--- src/rtl/dcache_if.sv ---
// Processor-side and memory-side handshake bundle for the data cache.
// slave is the cache's view; master is the environment's view (processor plus memory).
interface dcache_if;
   logic        read;
   logic        write;
   logic [7:0]  address;
   logic [7:0]  writedata;
   logic [7:0]  readdata;
   logic        busywait;
   logic        mem_read;
   logic        mem_write;
   logic [5:0]  mem_address;
   logic [31:0] mem_writedata;
   logic [31:0] mem_readdata;
   logic        mem_busywait;

   modport slave (
      input  read, write, address, writedata, mem_readdata, mem_busywait,
      output readdata, busywait, mem_read, mem_write, mem_address, mem_writedata
   );

   modport master (
      output read, write, address, writedata, mem_readdata, mem_busywait,
      input  readdata, busywait, mem_read, mem_write, mem_address, mem_writedata
   );
endinterface

--- src/rtl/dcache.sv ---
// Direct-mapped write-back data cache: 8 blocks x 4 bytes, 8-bit processor port,
// 32-bit block memory port. Hits are zero-stall; misses write back a dirty victim, then fetch.
module dcache (
   input logic     clk,
   input logic     rst,
   dcache_if.slave bus
);
   typedef enum logic [1:0] {
      IDLE      = 2'b00,
      WRITEBACK = 2'b01,
      FETCH     = 2'b10
   } state_t;

   state_t      state, state_next;
   logic        entry;
   logic [7:0]  valid, dirty;
   logic [2:0]  tags   [8];
   logic [31:0] blocks [8];

   logic [2:0]  tag_in, idx;
   logic [1:0]  off;
   logic        req, hit, mem_done, fill, write_hit;

   always_comb begin
      tag_in    = bus.address[7:5];
      idx       = bus.address[4:2];
      off       = bus.address[1:0];
      req       = bus.read | bus.write;
      hit       = valid[idx] & (tags[idx] == tag_in);
      // memory raises its busy flag combinationally from our request, so the entry edge is ignored
      mem_done  = ~entry & ~bus.mem_busywait;
      fill      = (state == FETCH) & mem_done;
      write_hit = (state == IDLE) & bus.write & hit;
   end

   always_comb begin
      state_next = state;
      case (state)
         IDLE: begin
            if (req && !hit)
               state_next = (valid[idx] && dirty[idx]) ? WRITEBACK : FETCH;
         end
         WRITEBACK: begin
            if (mem_done)
               state_next = FETCH;
         end
         FETCH: begin
            if (mem_done)
               state_next = IDLE;
         end
         default: state_next = IDLE;
      endcase
   end

   always_ff @(posedge clk or posedge rst) begin
      if (rst) begin
         state <= IDLE;
         entry <= 1'b0;
      end else begin
         state <= state_next;
         entry <= (state_next != state);
      end
   end

   always_ff @(posedge clk or posedge rst) begin
      if (rst) begin
         valid <= '0;
         dirty <= '0;
      end else if (fill) begin
         valid[idx] <= 1'b1;
         dirty[idx] <= 1'b0;
      end else if (write_hit) begin
         dirty[idx] <= 1'b1;
      end
   end

   always_ff @(posedge clk) begin
      if (fill) begin
         blocks[idx] <= bus.mem_readdata;
         tags[idx]   <= tag_in;
      end else if (write_hit) begin
         blocks[idx][{off, 3'b000} +: 8] <= bus.writedata;
      end
   end

   // memory strobes decode straight from the state register, so reset drops them at once
   always_comb begin
      bus.busywait      = ~rst & req & ~((state == IDLE) & hit);
      bus.readdata      = blocks[idx][{off, 3'b000} +: 8];
      bus.mem_read      = (state == FETCH);
      bus.mem_write     = (state == WRITEBACK);
      bus.mem_address   = (state == WRITEBACK) ? {tags[idx], idx} : bus.address[7:2];
      bus.mem_writedata = blocks[idx];
   end
endmodule

--- src/flat_wrapper.sv ---
// flat-port wrapper written by rule: the top's interface ports become plain ports
module dcache_flat 
  (clk, rst, bus_read, bus_write, bus_address, bus_writedata, bus_mem_readdata, bus_mem_busywait, bus_readdata, bus_busywait, bus_mem_read, bus_mem_write, bus_mem_address, bus_mem_writedata);
  dcache_if bus_i ();
  input logic clk;
  input logic rst;
  input wire logic [$bits(bus_i.read)-1:0] bus_read;
  input wire logic [$bits(bus_i.write)-1:0] bus_write;
  input wire logic [$bits(bus_i.address)-1:0] bus_address;
  input wire logic [$bits(bus_i.writedata)-1:0] bus_writedata;
  input wire logic [$bits(bus_i.mem_readdata)-1:0] bus_mem_readdata;
  input wire logic [$bits(bus_i.mem_busywait)-1:0] bus_mem_busywait;
  output wire logic [$bits(bus_i.readdata)-1:0] bus_readdata;
  output wire logic [$bits(bus_i.busywait)-1:0] bus_busywait;
  output wire logic [$bits(bus_i.mem_read)-1:0] bus_mem_read;
  output wire logic [$bits(bus_i.mem_write)-1:0] bus_mem_write;
  output wire logic [$bits(bus_i.mem_address)-1:0] bus_mem_address;
  output wire logic [$bits(bus_i.mem_writedata)-1:0] bus_mem_writedata;
  assign bus_i.read = bus_read;
  assign bus_i.write = bus_write;
  assign bus_i.address = bus_address;
  assign bus_i.writedata = bus_writedata;
  assign bus_i.mem_readdata = bus_mem_readdata;
  assign bus_i.mem_busywait = bus_mem_busywait;
  assign bus_readdata = bus_i.readdata;
  assign bus_busywait = bus_i.busywait;
  assign bus_mem_read = bus_i.mem_read;
  assign bus_mem_write = bus_i.mem_write;
  assign bus_mem_address = bus_i.mem_address;
  assign bus_mem_writedata = bus_i.mem_writedata;
  dcache u_core (.clk(clk), .rst(rst), .bus(bus_i));
endmodule
--- config.mk ---
export PLATFORM = sky130hd
export DESIGN_NAME = dcache_flat
export DESIGN_NICKNAME = d
export VERILOG_FILES = /design/src/rtl/dcache_if.sv /design/src/rtl/dcache.sv /design/src/flat_wrapper.sv
export SDC_FILE = /design/constraint.sdc
export NUM_CORES = 1
export LEC_CHECK = 0
export BUFFER_PORTS_ARGS = -buffer_cell sky130_fd_sc_hd__buf_2
export CORE_MARGIN = 1
export CORE_UTILIZATION = 56
export CTS_BUF_LIST = sky130_fd_sc_hd__clkbuf_8
export CTS_CLUSTER_DIAMETER = 40
export DETAILED_ROUTE_END_ITERATION = 10
export GPL_TIMING_DRIVEN = 0
export PLACE_DENSITY = 0.78
export RECOVER_POWER = 100
export SLEW_MARGIN = 30
export SYNTH_ARGS = -nofsm -noshare
export SYNTH_HDL_FRONTEND = slang
export SYNTH_SLANG_ARGS = --single-unit
--- constraint.sdc ---
create_clock -name clk -period 4.6 [get_ports clk]
set_clock_uncertainty 0.1 [all_clocks]
set_input_delay 1.38 -clock clk [delete_from_list [all_inputs] [get_ports clk]]
set_output_delay 1.38 -clock clk [all_outputs]
set_load 0.005 [all_outputs]
* Word level (Yosys, flattened, before mapping)
Memory sizes are Yosys's and may differ from the RTL's.
Index checks and enable logic that the tools add are counted.
** Word-level totals
- Output and inout bits :: 49
- Memory bits (writable) :: 280
- Register bits :: 19
- Input port bits :: 53
- Memories :: 2
** Cells by class
- Equality and inequality tests :: 4
- Shift operators :: 3
- Reductions and logical operators :: 6
- Muxes and demuxes :: 51
- Add/sub/neg operators :: 1
- Bitwise logic cells :: 49
- Order comparisons :: 2
** Memories
- u_core.blocks :: depth 8, bits a word 32, rd ports 1, clocked after memory_dff 0, write ports 1, line dcache.sv:18 : logic [31:0] blocks [8];
- u_core.tags :: depth 8, bits a word 3, rd ports 1, clocked after memory_dff 0, write ports 1, line dcache.sv:17 : logic [2:0] tags [8];
** Operators by type and width (count)
- 1-bit 2-to-1 mux :: 39
- 1-bit OR :: 33
- 32-bit 2-to-1 mux :: 1
- 8-bit by 7-bit variable shift with 32-bit output (first input constant) :: 1
- 32-bit by 6-bit variable part select with 8-bit output :: 1
- 8-bit by 7-bit variable part select with 32-bit output :: 1
- 8-bit 2-to-1 mux :: 2
- 8-bit OR :: 2
- 1-bit AND :: 8
- 8-bit AND :: 1
- 2-bit 2-to-1 mux :: 4
- 8-bit NOT :: 1
- 5-bit negator with 7-bit output :: 1
- 1-bit binary-select mux with 3-bit select :: 2
- 6-bit 2-to-1 mux :: 1
- 2-bit case mux with 3 select lines :: 1
- 3-bit by 4-bit < comparator with 1-bit output (second input constant) :: 1
- 1-bit NOT :: 4
- 1-bit demux with 3-bit select :: 1
- 3-bit equality test :: 1
- 3-bit by 1-bit greater-or-equal comparator with 1-bit output (second input constant) :: 1
- 1-bit logical AND :: 3
- 2-bit by 1-bit equality test with 1-bit output (second input constant) :: 1
- 2-bit equality test (second input constant) :: 1
- other kinds (4) :: 4

* Logic depth before layout (Yosys ltp)
- Depth after elaboration :: 8
- Gate-level depth with buffers :: 10
- Gate-level depth less buffers :: 6

* Worst setup path before layout
No wires, ideal clock.
- Kind :: input -> output
- Start :: input port bus_address[3]
- End :: output port bus_readdata[1]
- Slack :: -0.192 ns
- Required time :: 3.120 ns
- Buffers on the path :: 4
- Arrival :: 3.312 ns
- Cell stages on the path :: 8
- Path through :: buf_2 > buf_2 > buf_2 > buf_2 > mux2_2 > a22oi_1 > nand3_1 > mux4_2
** On the way
- Cells in the longest elaborated chain, start to end :: 2
** Ends and longest elaborated chain
- start, declared :: line flat_wrapper.sv:9 : input wire logic [$bits(bus_i.address)-1:0] bus_address;
- memory 8 x 32 bit
- via bus_mem_writedata[1] :: line flat_wrapper.sv:18 : output wire logic [$bits(bus_i.mem_writedata)-1:0] bus_mem_writedata;
- 32-bit by 6-bit variable part select with 8-bit output :: line dcache.sv:89 : bus.readdata = blocks[idx][{off, 3'b000} +: 8];
- end, declared :: line flat_wrapper.sv:13 : output wire logic [$bits(bus_i.readdata)-1:0] bus_readdata;
The timed path passes the listed nets, and every way through them passes these cells.

* Final worst setup path
- Start :: input port bus_address[3]
- End :: output port bus_readdata[0]
** On the way
- Cells in the longest elaborated chain, start to end :: 2
** Ends and longest elaborated chain (line)
- memory 8 x 32 bit
- 32-bit by 6-bit variable part select with 8-bit output :: dcache.sv:89
No other way between the ends.

==> impl_metrics.ini <==
[outcome]
status = complete, but fails checks
violations = DRC, setup timing

[routing]
wl_um = 40700
drc_errors = 8
wl_per_cell_um = 29.9
postRouteAntennaNets = 0
firstDrtPassIters = 10
via_per_inst = 6.76
dr.first_iter.drc_count = 1289
vias = 9191

[worst_setup_path]
cp-start-kind = input port
crit_buf_inv = 6
rr_endpoint = u_core.blocks[6][8]
cp-end-kind = output port
cp_common_cell = buf_12
path_max_fanout = 8
cp_top_family = buffers and inverters
critical_path.slowest_cell = mux4_2
reg2regPathDepth = 8
cp-startpoint = bus_address[3]
critical_path_arrival_ps = 3590
r2r_slack_ps = 710
rr_startpoint = u_core.tags[7][0]
crit_type = in -> out
worstPathRequired_ps = 3120
slowest_delay_ps = 600
crit_chain = buf_12 > buf_12 > buf_16 > clkinvlp_4 > nor2_4 > clkbuf_8 > a21oi_4 > a21oi_2 > a221o_1 > mux4_2 > buf_2

[final_layout]
area_growth_pct = 26.0
drive_gt1_frac = 0.392
num-nets-final = 1098
fin_cells = 1359

[sta]
drv_slew = 0
worst_slew_pin_slew_ps = 1140
finalHoldViolations = 0
hold_ws_ps = 373
fin_crit_sh = 1.10
max_slew_margin = 0.241
fmax_mhz = 197
period_minus_slack_ps = 5070
setup_ws_ps = -466
rsz0062_at_grt = true
finalSetupViolCount = 61

[synth]
syn_area_per_cell_um2 = 15.2
synth_common_cells = 280 x edfxtp_1, 62 x nand2_1, 61 x mux2i_1
seq_area_frac_synth = 0.703
yosys_most_used_dff = edfxtp_1
mappedNetlistNets = 889
synth.distinct_cells = 47
yosys_warnings = 0
postSynth.asyncResetShare = 0.0635
netlist_area_um2 = 12600
synth-edff-count = 280
synthesis.instances = 831
synth_most_common_cell = edfxtp_1
yosysTopAreaCellShare = 0.666
synth_top_area_cell = edfxtp_1
synth_top_cells_by_area = edfxtp_1 67%, mux2i_1 4.8%, dfrtp_1 3.8%, mux4_2 3.0%, a221oi_1 2.1%
ys_ff_latch = 299

[pwr]
p_leak_nw = 5.94
vdd_ir_drop_max_uv = 259
powerDensity_nw_per_um2 = 394
finalPower_w = 0.00627

[clock_network]
cts_tree = yes
clk_path_buf_depth = 3
clkTransAtPathRegs_ps = 60
numCtsBuffers = 47
cts_max_level = 2
clkSinkCount = 299
ctsRootBufferMaster = clkbuf_8
cts_hold_buffers = 0
insertion_delay_ps = 560

[global_routing]
grt_util_all_layers = 0.343
grt-ovfl-total = 0
grt_antenna_before_repair = 2
grt_max_degree = 20
grt_pass1_wl_um = 56300
grt_pass1_vias = 8688

[die]
rows = 54
ios = 102
dieHeight_um = 152
start_util = 0.575
core-area_um2 = 22000
die_area_um2 = 23200
die_x_um = 152

[worst_hold_path]
min_to = u_core.valid[1]
hp-class = reg -> reg
whs_path_depth = 1
min_from = u_core.valid[1]

[place]
io_buffer_count = 100
dp.cells = 1213
dp_hpwl_um = 24800
post-place-ws_ps = -1740
finalWeightedCongestion = 0.950

[flow_run]
max_cap_viol_count = 0
-- area by class of cell --
| cell class | instances | area [um2] |
|---|---|---|
| multi-input combinational | 443 | 3950 |
| timing repair buffer | 163 | 1160 |
| tap | 280 | 350 |
| clock inverter | 39 | 228 |
| buffer | 47 | 520 |
| antenna | 1 | 2.50 |
| sequential | 299 | 8880 |
| inverter | 39 | 161 |
| clock buffer | 48 | 661 |
| fill | 1274 | 6040 |
-- worst max path at each step --
stage	to	slack, ps	cells past startpoint
6_report	bus_readdata[0]	-470	11
3_3_place_gp	bus_readdata[7]	-1770	9
4_1_cts	bus_readdata[2]	-350	9
3_5_place_dp	bus_readdata[7]	-1740	9
5_1_grt	bus_readdata[0]	-420	11
2_1_floorplan	bus_readdata[1]	-30	8
-- per-stage QoR --
| step | setup TNS [ps] | cell area [um2] | utilization |
|---|---|---|---|
| 2_1_floorplan | -129 | 12700 | - |
| 3_3_place_gp | -266930 | 13500 | 0.615 |
| 3_5_place_dp | -234890 | 13600 | 0.619 |
| 4_1_cts | -2780 | 15500 | 0.706 |
| 5_1_grt | -13000 | 15900 | 0.725 |
| 6_report | -9240 | 15900 | 0.725 |
-- metal layers --
layer  track usage  vias up  wire length (um)
met3         0.117      203              6050
met4         0.182        0              2450
met5        0.0145        -                 0
met2         0.516      869             18200
met1         0.443     4406             13900
li1              -     3713                 -
-- logic make-up after synthesis --
| family | after synthesis | share of synthesized area |
|---|---|---|
| mux | 101 | 0.0992 |
| simple gates | 143 | 0.0552 |
| compound gates | 194 | 0.107 |
| buf+inv | 89 | 0.0306 |
| fa+ha+maj | 5 | 0.00495 |
| flops | 299 | 0.703 |
-- sequential cells by signal, indices dropped and copies added, names as in the netlist, named ones only --
| name | count |
|---|---|
| u_core.blocks | 256 |
| u_core.entry | 1 |
| u_core.state | 2 |
| u_core.valid | 8 |
| u_core.tags | 24 |
-- report_power, final --
part | total, W | leakage (nW) | switching, W | internal [W]
combinational | 0.000936 | 2.69 | 0.000580 | 0.000357
clock | 0.00215 | 0.496 | 0.00106 | 0.00109
sequential | 0.00318 | 2.76 | 0.0000545 | 0.00313
total | 0.00627 | 5.94 | 0.00169 | 0.00458
-- what timing repair did --
| item | CTS | global route |
|---|---|---|
| buffers inserted | 40 | 22 |
| gates resized for setup | 149 | 76 |
| gates cloned | 6 | 0 |
| setup endpoints to repair | 169 | 30 |
| pin swaps | 22 | 22 |
-- layout by cell type, fill, tap and decap left out, types with 14 or more instances in the layout --
cell / n
dfrtp_1: 19
buf_2: 86
mux2i_1: 55
a22oi_1: 24
buf_12: 14
mux4_2: 17
buf_4: 61
mux2_2: 19
nand2_1: 60
a221oi_2: 16
buf_6: 17
inv_1: 49
a21oi_1: 18
a21oi_2: 34
nor2_1: 27
clkbuf_8: 55
edfxtp_1: 280
o21ai_0: 15
(Power assumes the default switching activity.)
